File: config.mk
export PLATFORM = sky130hd
export DESIGN_NAME = seq_scan_controller
export DESIGN_NICKNAME = d
export VERILOG_FILES = /design/src/rtl/seq_scan_pkg.sv /design/src/rtl/seq_window.sv /design/src/rtl/seq_scan_controller.sv
export SDC_FILE = /design/constraint.sdc
export NUM_CORES = 1
export LEC_CHECK = 0
export ABC_AREA = 1
export BUFFER_PORTS_ARGS = -buffer_cell sky130_fd_sc_hd__buf_4
export CORE_MARGIN = 4
export CORE_UTILIZATION = 51
export CTS_CLUSTER_SIZE = 10
export DETAILED_ROUTE_END_ITERATION = 6
export PLACE_DENSITY = 0.74
export SYNTH_ARGS = -nofsm -noshare
export SYNTH_HDL_FRONTEND = slang
export SYNTH_HIERARCHICAL = 1
export SYNTH_SLANG_ARGS = --single-unit
File: constraint.sdc
create_clock -name i_clock -period 3.6 [get_ports i_clock]
set_input_delay 1.08 -clock i_clock [delete_from_list [all_inputs] [get_ports i_clock]]
set_output_delay 1.08 -clock i_clock [all_outputs]
set_load 0.02 [all_outputs]
File: src/rtl/seq_scan_pkg.sv
// ---------------------------------------------------------------------------
// seq_scan_pkg : shared state encoding and default sizes for the scan controller
// Revision     : 1.0
// ---------------------------------------------------------------------------
`default_nettype none

package seq_scan_pkg;

    localparam int DEF_MAX_LEN = 8;
    localparam int DEF_LEN_W   = 4;
    localparam int DEF_CNT_W   = 8;
    localparam int DEF_TMO_W   = 16;

    typedef enum logic [1:0] {
        ST_IDLE = 2'd0,
        ST_ARM  = 2'd1,
        ST_SCAN = 2'd2,
        ST_DONE = 2'd3
    } state_t;

endpackage

`default_nettype wire

File: src/rtl/seq_window.sv
// ---------------------------------------------------------------------------
// seq_window : serial shift window with fill tracking and length-masked compare
// Revision   : 1.0
// ---------------------------------------------------------------------------
`default_nettype none

module seq_window
    import seq_scan_pkg::*;
#(
    parameter int MAX_LEN = DEF_MAX_LEN,
    parameter int LEN_W   = DEF_LEN_W
) (
    input  logic               clk,
    input  logic               rst,
    input  logic               clear,
    input  logic               shift_en,
    input  logic               bit_in,
    input  logic [MAX_LEN-1:0] pattern,
    input  logic [LEN_W-1:0]   length,
    output logic               match_next
);

    logic [MAX_LEN-1:0] window;
    logic [MAX_LEN-1:0] window_next;
    logic [MAX_LEN-1:0] mask;
    logic [LEN_W-1:0]   fill;
    logic [LEN_W-1:0]   fill_next;

    always_comb begin
        window_next = window;
        fill_next   = fill;
        if (shift_en) begin
            window_next = {window[MAX_LEN-2:0], bit_in};
            if (fill < length) begin
                fill_next = fill + LEN_W'(1);
            end
        end
        // Only the newest 'length' bits take part in the compare
        for (int i = 0; i < MAX_LEN; i++) begin
            mask[i] = (LEN_W'(i) < length);
        end
        match_next = shift_en && (fill_next >= length)
                     && (((window_next ^ pattern) & mask) == '0);
    end

    always_ff @(posedge clk or posedge rst) begin
        if (rst) begin
            window <= '0;
            fill   <= '0;
        end else if (clear) begin
            window <= '0;
            fill   <= '0;
        end else begin
            window <= window_next;
            fill   <= fill_next;
        end
    end

endmodule

`default_nettype wire

File: src/rtl/seq_scan_controller.sv
// ---------------------------------------------------------------------------
// seq_scan_controller : programmable serial-pattern scan with target/timeout end
// Revision            : 1.0
// ---------------------------------------------------------------------------
`default_nettype none

module seq_scan_controller
    import seq_scan_pkg::*;
#(
    parameter int MAX_LEN = DEF_MAX_LEN,
    parameter int LEN_W   = DEF_LEN_W,
    parameter int CNT_W   = DEF_CNT_W,
    parameter int TMO_W   = DEF_TMO_W
) (
    input  logic               i_clock,
    input  logic               i_reset,
    input  logic               i_start,
    input  logic               i_abort,
    input  logic [MAX_LEN-1:0] i_pattern,
    input  logic [LEN_W-1:0]   i_length,
    input  logic [CNT_W-1:0]   i_target,
    input  logic [TMO_W-1:0]   i_timeout,
    input  logic               i_data_valid,
    input  logic               i_data_in,
    output logic               o_busy,
    output logic               o_match,
    output logic [CNT_W-1:0]   o_match_count,
    output logic               o_done,
    output logic               o_timeout,
    output logic               o_err,
    output logic [1:0]         o_state
);

    state_t             state;
    state_t             state_next;
    logic [MAX_LEN-1:0] pattern;
    logic [LEN_W-1:0]   length;
    logic [CNT_W-1:0]   target;
    logic [TMO_W-1:0]   timeout;
    logic [CNT_W-1:0]   match_count;
    logic [TMO_W-1:0]   bit_count;
    logic               match_pulse;
    logic               err_pulse;
    logic               timeout_flag;

    logic               length_ok;
    logic               start_ok;
    logic               shift_en;
    logic               scan_bit;
    logic               win_match;
    logic               hit;
    logic [CNT_W-1:0]   count_next;
    logic [TMO_W-1:0]   bit_count_next;
    logic               target_hit;
    logic               timeout_hit;

    seq_window #(
        .MAX_LEN (MAX_LEN),
        .LEN_W   (LEN_W)
    ) u_window (
        .clk        (i_clock),
        .rst        (i_reset),
        .clear      (state == ST_ARM),
        .shift_en   (shift_en),
        .bit_in     (i_data_in),
        .pattern    (pattern),
        .length     (length),
        .match_next (win_match)
    );

    always_comb begin
        length_ok      = (i_length != '0) && (32'(i_length) <= MAX_LEN);
        start_ok       = (state == ST_IDLE) && i_start && length_ok;
        shift_en       = (state == ST_SCAN) && i_data_valid;
        // An abort on the same bit discards any match it would have produced
        scan_bit       = shift_en && !i_abort;
        hit            = scan_bit && win_match;
        count_next     = (hit && (match_count != '1)) ? match_count + CNT_W'(1) : match_count;
        bit_count_next = scan_bit ? bit_count + TMO_W'(1) : bit_count;
        target_hit     = hit && (target != '0) && (count_next == target);
        timeout_hit    = scan_bit && !target_hit && (timeout != '0)
                         && (bit_count_next == timeout);
    end

    always_comb begin
        state_next = state;
        case (state)
            ST_IDLE: if (start_ok) state_next = ST_ARM;
            ST_ARM:  state_next = i_abort ? ST_IDLE : ST_SCAN;
            ST_SCAN: begin
                if (i_abort) begin
                    state_next = ST_IDLE;
                end else if (target_hit || timeout_hit) begin
                    state_next = ST_DONE;
                end
            end
            ST_DONE: state_next = ST_IDLE;
            default: state_next = ST_IDLE;
        endcase
    end

    always_ff @(posedge i_clock or posedge i_reset) begin
        if (i_reset) begin
            state        <= ST_IDLE;
            pattern      <= '0;
            length       <= '0;
            target       <= '0;
            timeout      <= '0;
            match_count  <= '0;
            bit_count    <= '0;
            match_pulse  <= 1'b0;
            err_pulse    <= 1'b0;
            timeout_flag <= 1'b0;
        end else begin
            state       <= state_next;
            match_pulse <= hit;
            err_pulse   <= (state == ST_IDLE) && i_start && !length_ok;
            if (start_ok) begin
                pattern      <= i_pattern;
                length       <= i_length;
                target       <= i_target;
                timeout      <= i_timeout;
                match_count  <= '0;
                timeout_flag <= 1'b0;
            end
            if (state == ST_ARM) begin
                bit_count <= '0;
            end
            if (scan_bit) begin
                match_count <= count_next;
                bit_count   <= bit_count_next;
            end
            if (timeout_hit) begin
                timeout_flag <= 1'b1;
            end
        end
    end

    assign o_busy        = (state == ST_ARM) || (state == ST_SCAN);
    assign o_done        = (state == ST_DONE);
    assign o_match       = match_pulse;
    assign o_match_count = match_count;
    assign o_timeout     = timeout_flag;
    assign o_err         = err_pulse;
    assign o_state       = state;

endmodule

`default_nettype wire

# Word level (Yosys, flattened, before mapping)
# Index checks and enable logic that the tools add are counted.
# Widths: inputs -> output; s select.
word_totals:
  register_bits: 77
  word_cells: 83
op_classes:
  addsub: 3
  n_lt_le_gt_ge: 11
  n_eq_ne: 8
  n_mux: 18
  n_bitwise: 2
  reduce_logical: 29
op_table:
  columns: ["cell", "n"]
  rows:
  - ["$mux 16", 3]
  - ["$mux 8", 5]
  - ["$add 16x1->16 const B", 1]
  - ["$eq 16x16->1", 1]
  - ["$lt 3x4->1 const A", 4]
  - ["$reduce_bool 16->1", 1]
  - ["$logic_and 1x1->1", 15]
  - ["$mux 4", 3]
  - ["$add 8x1->8 const B", 1]
  - ["$and 8x8->8", 1]
  - ["$eq 8x8->1", 1]
  - ["$logic_not 8->1", 1]
  - ["$lt 1x4->1 const A", 2]
  - ["$lt 2x4->1 const A", 2]
  - ["$mux 2", 4]
  - ["$ne 8x8->1 const B", 1]
  - ["$pmux 2 s4", 1]
  - ["$reduce_bool 8->1", 1]
  - ["$xor 8x8->8", 1]
  - ["$reduce_bool 2->1", 3]
  - ["$add 4x1->4 const B", 1]
  - ["$eq 2x2->1 const B", 2]
  - ["$ge 4x4->1", 1]
  - ["$le 4x4->1 const B", 1]
  - ["10 further kinds", 14]

# Longest topological paths before layout
# Gate-level depths: netlist of run 1.
depth:
  ltp_word: 20
  depth_mapped: 32

# Modules after synthesis
# Netlist of run 1, hierarchy kept.
by_module_without_submodules:
  columns: ["mod", "n_inst", "cells_each", "area_each_um2"]
  rows:
  - ["seq_scan_controller", 1, 534, 3778.6]
  - ["seq_window", 1, 162, 1074.8]

# Least setup slack after synthesis of run 1
# No wires, ideal clock.
synth_timing:
  path_kind: "input-to-reg"
  start: "input i_data_valid"
  end: "register state[0], in the netlist o_state[0]"
  setup_ps: 118
  arrival_time_ps: 3603
  t_required_ps: 3482
  setup_slack_ps: -121
  path_stages: 29
  n_path_buf: 2
  path_cell_list: "nand2_1 -> inv_1 -> buf_6 -> buf_12 -> nand2_4 -> nor3_4 -> nand3_1 -> nand2_1 -> nand2_1 -> ha_1 -> nand4_1 -> nand3_1 -> nand3_1 -> nor2_2 -> inv_1 -> nor2_4 -> nand2_4 -> inv_2 -> nand2_1 -> nand2_1 -> nor2_1 -> nor2_1 -> nand2_1 -> nor2_1 -> nand3_1 -> nand3_2 -> nand2_2 -> nand2_1 -> nand2_1"
synth_between:
  elab_chain_cells: 18
synth_rtl:
  columns: ["item", "line", "source"]
  rows:
  - ["start, declared", "seq_scan_controller.sv:23", "input logic i_data_valid,"]
  - ["$logic_and 1x1->1 (*)", "seq_scan_controller.sv:74", "shift_en = (state == ST_SCAN) && i_data_valid;"]
  - ["named net shift_en", "seq_scan_controller.sv:48", "logic shift_en;"]
  - ["$mux 8", "seq_window.sv:32", "if (shift_en) begin"]
  - ["$xor 8x8->8", "seq_window.sv:43", "&& (((window_next ^ pattern) & mask) == '0);"]
  - ["$and 8x8->8", "seq_window.sv:43", null]
  - ["$logic_not 8->1", "seq_window.sv:43", null]
  - ["$logic_and 1x1->1 (*)", "seq_window.sv:43", null]
  - ["named net win_match", "seq_scan_controller.sv:50", "logic win_match;"]
  - ["[... 1 more ...]", null, null]
  - ["named net hit", "seq_scan_controller.sv:51", "logic hit;"]
  - ["[... 2 more ...]", null, null]
  - ["$eq 8x8->1", "seq_scan_controller.sv:80", "target_hit = hit && (target != '0) && (count_next == target);"]
  - ["$logic_and 1x1->1 (*)", "seq_scan_controller.sv:80", null]
  - ["$logic_not 1->1", "seq_scan_controller.sv:81", "timeout_hit = scan_bit && !target_hit && (timeout != '0)"]
  - ["$logic_and 1x1->1 (2 in a row)", "seq_scan_controller.sv:81", null]
  - ["$logic_and 1x1->1", "seq_scan_controller.sv:82", "&& (bit_count_next == timeout);"]
  - ["$logic_or 1x1->1 (*)", "seq_scan_controller.sv:93", "end else if (target_hit || timeout_hit) begin"]
  - ["$ne 3x3->1 (no source line) (*)", null, null]
  - ["$reduce_and 2->1 (no source line) (*)", null, null]
  - ["end signal, assigned", "seq_scan_controller.sv:115", "state <= state_next;"]
  - ["end, declared", "seq_scan_controller.sv:34", "state_t state;"]
# Mark *: on every way through the listed nets, which the timed path passes. The rest lies on a longest branch.
# A chain may end at the register's enable or synchronous reset.

# Worst setup path in the final report of run 1
# Ends and elaborated chain as after synthesis.

==> impl_metrics.csv, run 1 <==
group,metric,value,unit
sta,hold_viol_final,0,
pwr,power_frac_comb,43.0,%
setup_path,crit_required,3.85,ns
logic_synthesis,synth_area,0.00485,mm²
logic_synthesis,synthArstFlopShare,100,%
sta,fin_crit,3.55,ns
grt,grt_use_total,21.2,%
cells_and_area,regArea,0.00193,mm²
grt,overflow,0,
setup_path,crit_fanout,8,
floorplanning,coreArea,0.00924,mm²
clock_tree,htree_levels,3,
setup_path,critPathKind,"in2reg",
cells_and_area,drive_gt1_share,22.7,%
floorplanning,start_util,52.5,%
placement,gp_congestion,0.918,
setup_path,end_kind,"flop",
routing,drc_errors,0,
grt,antenna_found_initial,0,
grt,grt_pass1_wl,19400,µm
logic_synthesis,ys_seq_area_share,39.7,%
placement,dp.cells,886,
clock_tree,cts_num_sinks,77,
routing,drt_wl_total,12200,µm
sta,holdWs,0.497,ns
setup_path,cp_slowest_cell,"ha_4",
floorplanning,die_w,106,µm
outcome,status,"finished clean",
pwr,clockPowerShare,20.8,%
placement,dpl.hpwl,8780,µm
cells_and_area,areaGrowthSynthToFinish,24.0,%
sta,tns,0,ns
routing,drt-initial-drc-count,191,
pwr,p_leak,0.00303,µW
setup_path,critPathArrivalTime,3.79,ns
cells_and_area,fillCellCount,791,
pwr,p_sw,1420,µW
cells_and_area,final_cell_count_no_fill,919,
cells_and_area,diodes,0,
grt,grt_max_degree,42,
setup_path,critPathMaxStageDelay,0.26,ns
cells_and_area,nNetsFinal,843,
routing,drt-vias-per-instance,5.19,
logic_synthesis,synth-edff-count,0,
sta,slew-limit-headroom,56.3,%
sta,fmax,282,MHz
setup_path,critical-path-top-delay-family,"simple AND/OR/NAND/NOR gates",
clock_tree,clk_latency,0.35,ns
routing,detail-route-antenna-nets,0,
pwr,pwr-share-seq,36.2,%
sta,skew,0.00842,ns
logic_synthesis,avgSynthCellArea,6.97,µm²
sta,tightest_slew,0.655,ns
floorplanning,dieArea,0.0111,mm²
worst_hold_path,min_path_type,"reg2reg",
setup_path,crit_buf_inv,6,
clock_tree,cts_tree,"built",
floorplanning,io_pins,57,
sta,rsz0062_at_grt,"yes",
sta,period_share,98.6,%
placement,numPortBuffers,56,
floorplanning,die_y,106,µm
clock_tree,cts_made_buffers,9,
logic_synthesis,syn_inst,696,
pwr,power.internal,2080,µW
grt,first_global_vias,4415,
setup_path,worstSetupStartpointType,"primary input",
clock_tree,cts-root-buf,"clkbuf_8",
logic_synthesis,synth_ff_type,"dfrtp_1",
cells_and_area,multi_input_area,0.00262,mm²
clock_tree,clk_path_buf_depth,2,
sta,setup_viol,0,
sta,final_max_slew_viol_count,0,
logic_synthesis,ys_warn_count,6,
pwr,switching_share,40.5,%
run,drv_cap,0,
routing,wl_per_cell,13.3,µm
logic_synthesis,ys_types,37,
pwr,peakVddDrop,0.000259,V
routing,dr_total_vias,4772,
logic_synthesis,synth_nets,754,
routing,first_pass_iters,5,
pwr,powerDensity,583,mW/mm²
clock_tree,path_clk_slew,0.09,ns
floorplanning,rows,35,
logic_synthesis,ys_ff_latch,77,
==> state kept, by name, indices dropped and copies added, names as in the netlist, 2 cells and up <==
register / cells
bit_count: 16
timeout: 16
target: 8
o_match_count: 8
length: 4
pattern: 8
u_window/window: 8
u_window/fill: 4
o_state: 2
==> cell usage after synthesis, types with 4 or more instances <==
library cell  count  share of area [%]
nand3_1          62                6.4
inv_1            88                6.8
ha_1             16                4.1
dfrtp_1          77                 40
a21oi_1          10                1.0
o21ai_0          39                4.0
nand2_2           7               0.90
nor2_1           59                4.6
clkbuf_1          8               0.62
nand2_1         255                 20
nor2_4            5                1.2
xor2_1            4               0.72
o22ai_1          13                1.7
inv_2             6               0.46
nand4_1          10                1.3
==> worst register-to-register path, delay by kind of cell (launching register included) <==
kind / cells / cell delay [ns]
flip-flops: 1 / 0.41
buffers and inverters: 5 / 0.32
AO/OA/AOI/OAI: 1 / 0.14
adder cells (fa/ha/maj): 2 / 0.52
AND/OR/NAND/NOR: 23 / 2.03
==> timing repair <==
action | in CTS | in global routing
endpoints found under the hold margin | 0 | 0
hold buffers | 0 | 0
resized for setup | 0 | 35
setup buffers | 0 | 17
endpoints found under the setup margin | 0 | 3
==> placed cells by master (no fill, tap or decap), types with 3 or more instances in the layout <==
cell / netlist / routed
buf_4: 1 / 90
nor2_2: 3 / 5
o21ai_0: 39 / 39
inv_1: 88 / 79
xor2_1: 4 / 4
ha_4: 0 / 6
nand3_2: 3 / 5
nand3_1: 62 / 60
nand2_2: 7 / 18
dfrtp_1: 77 / 76
nand4_1: 10 / 10
nand2_1: 255 / 242
nor2_4: 5 / 5
nand2_4: 3 / 5
inv_2: 6 / 13
a21oi_1: 10 / 10
o22ai_1: 13 / 13
ha_1: 16 / 10
inv_6: 1 / 3
nor2_1: 59 / 57
clkbuf_8: 0 / 9
o21ai_2: 3 / 3
==> through the flow <==
step                      utilization (%)  worst slack, ns  cell area [µm²]  total power, µW
final                                65.1           0.0517             6020             3510
after global routing                 65.1           -0.224             6020             3760
after CTS                            62.3           0.0427             5750             3310
after detailed placement             59.9           -0.195             5530             2560
after global placement               59.9          -0.0327             5530             2520
after floorplan                         -          0.00821             4870             2170
==> final cells by class <==
| type | count | share of cell area, % |
|---|---|---|
| clock buffers | 9 | 2.06 |
| clock inverters | 7 | 1.64 |
| inverters | 95 | 6.13 |
| multi-input cells | 509 | 43.5 |
| flip-flops and latches | 77 | 32.0 |
| well taps | 129 | 2.68 |
| repair buffers | 93 | 11.9 |
==> final timing paths <==
kind | slack, ns | start | depth (start not counted) | end
worst min register to register | 0.50 | pattern[2] | 2 | pattern[2]
worst max-delay path | 0.05 | i_data_valid | 29 | o_state[0]
worst min-delay path | 0.50 | pattern[2] | 2 | pattern[2]
min in group asynchronous | 0.78 | i_reset | 2 | u_window/window[7]
max in group asynchronous | 2.20 | i_reset | 3 | timeout[12]
worst max register to register | 0.08 | length[1] | 31 | o_state[0]
==> power by group through the flow <==
stage	sequential, µW	clock, µW	combinational (µW)
finish	1270	729	1510
global route	1290	781	1680
CTS	1260	751	1300
detailed placement	1270	0	1290
global placement	1270	0	1250
floorplan	1250	0	919
==> kinds of logic (layout without fill, tap and decap cells) <==
group	Yosys count	count (layout)	synth area share (%)
DFF	77	77	39.7
buffers and inverters	110	204	9.23
adders and majority gates	16	16	4.12
AOI/OAI and AO/OA	70	70	7.97
and+or+nand+nor	416	416	37.3
xor gates and xnor gates	7	7	1.70
==> per-layer routing <==
metal	track usage [%]	up-vias	routed length [µm]
met5	0	-	0
met4	6.66	0	266
met3	4.10	25	510
met2	38.5	145	6410
met1	25.1	2232	5030
li1	-	2370	-
No activity file was read; power rests on OpenSTA's default activity.
==> run 2: changes to the inputs <==
--- a/config.mk
+++ b/config.mk
@@ -7,11 +7,12 @@
 export LEC_CHECK = 0
 export ABC_AREA = 1
 export BUFFER_PORTS_ARGS = -buffer_cell sky130_fd_sc_hd__buf_4
+export CORE_ASPECT_RATIO = 1.2
 export CORE_MARGIN = 4
 export CORE_UTILIZATION = 51
 export CTS_CLUSTER_SIZE = 10
 export DETAILED_ROUTE_END_ITERATION = 6
-export PLACE_DENSITY = 0.74
+export PLACE_DENSITY = 0.81
 export SYNTH_ARGS = -nofsm -noshare
 export SYNTH_HDL_FRONTEND = slang
 export SYNTH_HIERARCHICAL = 1
==> run 2 against run 1 <==
Net effect:
- clock skew is 0.0017 ns higher
- die area hardly changed
- flip-flop and latch count is the same
- count of clock-buffer cells in the layout did not move
- largest cell class unchanged
- highest routed layer unchanged
==> impl_metrics.csv, run 2 (synthesized netlist as in run 1, its figures left out) <==
group,metric,value,unit
outcome,status,"finished clean",
sta,holdWs,0.500,ns
floorplanning,dieArea,0.0111,mm²
placement,placed_area,0.00549,mm²
setup_path,cpMostUsedCell,"nand2_4",
placement,gp_congestion,0.976,
grt,grt_max_degree,56,
grt,first_global_vias,4665,
placement,dp.cells,875,
pwr,clockPowerShare,20.8,%
worst_hold_path,min_to,"pattern[2]",
routing,drt-initial-drc-count,232,
setup_path,critPathArrivalTime,3.81,ns
grt,grt_use_total,22.9,%
cells_and_area,final_cell_mix,"239 x nand2_1, 84 x buf_4, 80 x inv_1",
floorplanning,rows,38,
worst_hold_path,min_path_type,"reg2reg",
placement,numPortBuffers,56,
routing,drt-vias-per-instance,5.34,
setup_path,rrSetupSlack,0.06,ns
clock_tree,cts_num_sinks,77,
clock_tree,htree_levels,3,
clock_tree,path_clk_slew,0.08,ns
pwr,switching_share,41.2,%
floorplanning,die_w,97.1,µm
cells_and_area,nNetsFinal,837,
routing,detail-route-antenna-nets,0,
setup_path,worstSetupStartpointType,"primary input",
floorplanning,start_util,52.9,%
routing,wl_per_cell,14.3,µm
setup_path,critPathKind,"in2reg",
pwr,power.internal,2050,µW
grt,grt_pass1_wl,20800,µm
sta,fin_crit,3.55,ns
clock_tree,hold_buffers,0,
cells_and_area,final_cell_count_no_fill,904,
clock_tree,cts_tree,"built",
clock_tree,cts-root-buf,"clkbuf_8",
pwr,pwr-share-seq,36.7,%
pwr,power_frac_comb,42.5,%
routing,first_pass_iters,5,
setup_path,startpoint,"i_data_valid",
placement,dpl.hpwl,9210,µm
grt,antenna_found_initial,0,
setup_path,cp_slowest_cell,"ha_4",
placement,pre_cts_ws,-0.156,ns
setup_path,crit_fanout,6,
pwr,powerDensity,581,mW/mm²
sta,skew,0.0101,ns
grt,overflow,0,
worst_hold_path,holdPathStages,2,
cells_and_area,largestRegisters,"bit_count: 16 flops, timeout: 16 flops",
clock_tree,cts_made_buffers,9,
routing,drc_errors,0,
sta,tightest_slew,0.772,ns
cells_and_area,fillCellCount,752,
setup_path,rr_startpoint,"length[2]",
floorplanning,coreArea,0.00918,mm²
cells_and_area,drive_gt1_share,22.6,%
cells_and_area,mostFrequentLayoutCell,"nand2_1",
pwr,p_total,3490,µW
setup_path,end_kind,"flop",
clock_tree,clk_path_buf_depth,2,
sta,rsz0062_at_grt,"yes",
sta,fmax,282,MHz
sta,setup_viol,0,
sta,slew-limit-headroom,48.5,%
routing,dr_total_vias,4831,
sta,hold_viol_final,0,
sta,period_share,98.6,%
clock_tree,clk_latency,0.36,ns
routing,drt_wl_total,12900,µm
pwr,p_leak,0.00300,µW
sta,layout_setup_ws,0.0498,ns
cells_and_area,fin_area,0.00600,mm²
cells_and_area,areaGrowthSynthToFinish,23.6,%
setup_path,critPathMaxStageDelay,0.28,ns
floorplanning,io_pins,57,
run,drv_cap,0,
cells_and_area,diodes,0,
floorplanning,die_y,115,µm
setup_path,ff2ff_path_depth,30,
worst_hold_path,hold_path_startpoint,"pattern[2]",
setup_path,rr_endpoint,"o_state[0]",
pwr,peakVddDrop,0.000315,V
sta,final_max_slew_viol_count,0,
pwr,p_sw,1440,µW
setup_path,crit_required,3.86,ns
==> run 2: cell count changes in the layout (fill, tap and decap cells not counted), sizes merged <==
cell      change
buf           -7
inv           -1
nand2         +1
clkinvlp      +1
==> run 2: per-stage QoR <==
step           util, %  TNS, ns
3_5_place_dp      59.9   -0.340
3_3_place_gp      59.9        0
2_1_floorplan        -        0
4_1_cts           62.2        0
6_report          65.4        0
5_1_grt           65.4   -0.391
==> run 2: power by group through the flow <==
stage / clock, µW / sequential, µW / combinational (µW)
4_1_cts: 736 / 1260 / 1320
2_1_floorplan: 0 / 1250 / 919
6_report: 726 / 1280 / 1480
3_5_place_dp: 0 / 1280 / 1300
3_3_place_gp: 0 / 1270 / 1240
5_1_grt: 778 / 1310 / 1660
==> run 2: routing by layer <==
layer	track usage [%]	vias to the layer above	share of wire (%)
li1	-	2363	-
met5	0	-	0
met2	41.4	165	51
met4	12.0	0	3.6
met1	26.2	2264	40
met3	3.58	39	5.1
==> run 2: final cells by class <==
cell class / count / area (µm²) / share of cell area (%)
Tap cell: 120 / 150 / 2.50
Multi-Input combinational cell: 510 / 2680 / 44.7
Timing Repair Buffer: 86 / 653 / 10.9
Inverter: 95 / 372 / 6.19
Clock buffer: 9 / 124 / 2.06
Clock inverter: 7 / 90.1 / 1.50
Sequential cell: 77 / 1930 / 32.1
==> run 2: what timing repair did <==
action                     4_1_cts  5_1_grt
gates resized for setup          0       47
setup endpoints to repair        0        3
setup buffers                    0       12
==> run 2: worst max-delay path by stage <==
stage	cells after the start	slack, ns	to
2_1_floorplan	30	0.008	o_state[0]
3_5_place_dp	28	-0.16	o_state[1]
3_3_place_gp	28	0.02	o_state[0]
6_report	28	0.05	o_state[0]
5_1_grt	28	-0.18	o_state[0]
4_1_cts	30	0.07	o_state[0]
==> run 2: critical path: cells and delay by family <==
| kind | cells | cell delay (ns) |
|---|---|---|
| AND/OR/NAND/NOR | 23 | 2.14 |
| buffers and inverters | 4 | 0.32 |
| adder cells (fa/ha/maj) | 1 | 0.28 |
==> run 3: changes to the inputs <==
--- a/config.mk
+++ b/config.mk
@@ -10,9 +10,11 @@
 export CORE_ASPECT_RATIO = 1.2
 export CORE_MARGIN = 4
 export CORE_UTILIZATION = 51
+export CTS_BUF_LIST = sky130_fd_sc_hd__clkbuf_8
 export CTS_CLUSTER_SIZE = 10
 export DETAILED_ROUTE_END_ITERATION = 6
 export PLACE_DENSITY = 0.81
+export SETUP_SLACK_MARGIN = 0.1
 export SYNTH_ARGS = -nofsm -noshare
 export SYNTH_HDL_FRONTEND = slang
 export SYNTH_HIERARCHICAL = 1
==> run 3 against run 2 <==
Net effect:
- fmax up 1.2%
- sequential power hardly changed
- flip-flop and latch count did not move
- first-iteration DRC count up 27%
- critical path depth stayed put
- sequential share of layout area down 0.11 points
- die area stayed put
- wire length about the same
- critical path type unchanged
- largest cell class unchanged
- largest power group unchanged
==> impl_metrics.csv, run 3 (synthesized netlist as in run 1, its figures left out) <==
group,metric,value,unit
floorplanning,die_w,97.1,µm
worst_hold_path,min_to,"pattern[2]",
sta,fmax,285,MHz
cells_and_area,largestRegisters,"bit_count: 16 flops, timeout: 16 flops",
routing,wl_per_cell,14.2,µm
pwr,peakVddDrop,0.000315,V
floorplanning,rows,38,
routing,dr_total_vias,4842,
sta,tns,0,ns
floorplanning,die_y,115,µm
clock_tree,cts_made_buffers,9,
setup_path,end_kind,"flop",
setup_path,crit_buf_inv,4,
cells_and_area,diodes,0,
cells_and_area,fin_area,0.00602,mm²
grt,overflow,0,
placement,placed_area,0.00551,mm²
routing,drt_wl_total,12900,µm
routing,drt-vias-per-instance,5.33,
setup_path,rr_endpoint,"o_state[0]",
setup_path,critPathMaxStageDelay,0.24,ns
sta,setup_viol,0,
setup_path,rrSetupSlack,0.12,ns
sta,skew,0.0110,ns
sta,final_max_slew_viol_count,0,
routing,detail-route-antenna-nets,0,
cells_and_area,areaGrowthSynthToFinish,24.0,%
cells_and_area,nNetsFinal,842,
cells_and_area,drive_gt1_share,22.8,%
setup_path,crit_required,3.85,ns
pwr,p_leak,0.00305,µW
sta,hold_viol_final,0,
clock_tree,cts-root-buf,"clkbuf_8",
setup_path,critPathArrivalTime,3.76,ns
grt,grt_use_total,22.5,%
cells_and_area,final_util,65.6,%
floorplanning,io_pins,57,
clock_tree,clk_latency,0.35,ns
outcome,status,"finished clean",
grt,grt_pass1_wl,20800,µm
sta,period_share,97.5,%
sta,tightest_slew,0.795,ns
sta,slew-limit-headroom,46.9,%
floorplanning,dieArea,0.0111,mm²
clock_tree,path_clk_slew,0.08,ns
placement,numPortBuffers,56,
worst_hold_path,holdPathStages,2,
setup_path,crit_fanout,6,
worst_hold_path,min_path_type,"reg2reg",
pwr,powerDensity,587,mW/mm²
sta,fin_crit,3.51,ns
routing,drt-initial-drc-count,295,
floorplanning,start_util,52.9,%
setup_path,critPathKind,"in2reg",
floorplanning,coreArea,0.00918,mm²
setup_path,critical-path-top-delay-family,"simple AND/OR/NAND/NOR gates",
placement,dpl.hpwl,8870,µm
routing,first_pass_iters,5,
placement,pre_cts_ws,-0.225,ns
setup_path,ff2ff_path_depth,29,
grt,grt_max_degree,57,
sta,layout_setup_ws,0.0911,ns
placement,gp_congestion,0.943,
cells_and_area,fillCellCount,773,
clock_tree,htree_levels,3,
routing,drc_errors,0,
setup_path,cp_slowest_cell,"ha_4",
worst_hold_path,hold_path_startpoint,"pattern[2]",
grt,antenna_found_initial,0,
cells_and_area,final_cell_mix,"242 x nand2_1, 90 x buf_4, 80 x inv_1",
run,drv_cap,0,
setup_path,rr_startpoint,"u_window/fill[3]",
grt,first_global_vias,4558,
clock_tree,cts_tree,"built",
clock_tree,cts_num_sinks,77,
setup_path,worstSetupStartpointType,"primary input",
clock_tree,clk_path_buf_depth,2,
clock_tree,hold_buffers,0,
sta,rsz0062_at_grt,"yes",
cells_and_area,mostFrequentLayoutCell,"nand2_1",
==> run 3: cell types whose count changed in the layout (fill, tap and decap cells not counted), sizes merged <==
cell | before | now
clkinv | 3 | 4
buf | 86 | 92
inv | 95 | 96
nand2 | 266 | 265
clkinvlp | 2 | 0
==> run 3: report_power, final <==
group | switching (µW) | internal [µW] | total (µW) | leakage (µW)
registers | 193 | 1080 | 1280 | 0.00101
clock network | 341 | 388 | 729 | 0.000114
logic | 917 | 610 | 1530 | 0.00192
total | 1450 | 2080 | 3530 | 0.00305
==> run 3: final cells by class <==
| class | instances | area (µm²) | area share [%] |
|---|---|---|---|
| Multi-Input combinational cell | 509 | 2650 | 44.0 |
| Sequential cell | 77 | 1930 | 32.0 |
| Timing Repair Buffer | 92 | 707 | 11.7 |
| Inverter | 95 | 369 | 6.13 |
| Tap cell | 120 | 150 | 2.50 |
| Clock buffer | 9 | 124 | 2.06 |
| Clock inverter | 7 | 91.3 | 1.52 |
==> run 3: worst max path at each step <==
stage / from / endpoint / slack (ns) / depth (start not counted)
after floorplan: i_data_valid / o_state[0] / 0.04 / 28
after global placement: i_data_valid / o_state[1] / -0.04 / 28
after detailed placement: i_data_valid / o_state[0] / -0.23 / 29
after CTS: length[3] / o_state[0] / 0.11 / 27
after global routing: length[1] / o_state[0] / -0.16 / 29
final: i_data_valid / o_state[0] / 0.09 / 28
==> run 3: metal layers <==
metal | track usage, % | wire, µm
met1 | 27.8 | 5150
met2 | 41.4 | 6850
met3 | 2.43 | 656
met4 | 7.30 | 268
met5 | 0 | 0
==> run 3: worst min-delay path, stage by stage (launching register included) <==
cell and delay [ns]:
dfrtp_1 0.36, nand2_1 0.05, nand2_1 0.06
==> run 3: per-stage QoR <==
stage | total power, µW | instances | hold WS [ns]
2_1_floorplan | 2170 | 696 | 0.449
4_1_cts | 3310 | 896 | 0.501
3_3_place_gp | 2510 | 875 | 0.469
6_report | 3530 | 909 | 0.495
5_1_grt | 3790 | 909 | 0.550
3_5_place_dp | 2560 | 875 | 0.479
==> run 3: repair_timing <==
| action | CTS | global route |
|---|---|---|
| pin swaps | 1 | 17 |
| setup buffers | 5 | 13 |
| resized for setup | 0 | 38 |
| endpoints found under the setup margin | 2 | 3 |
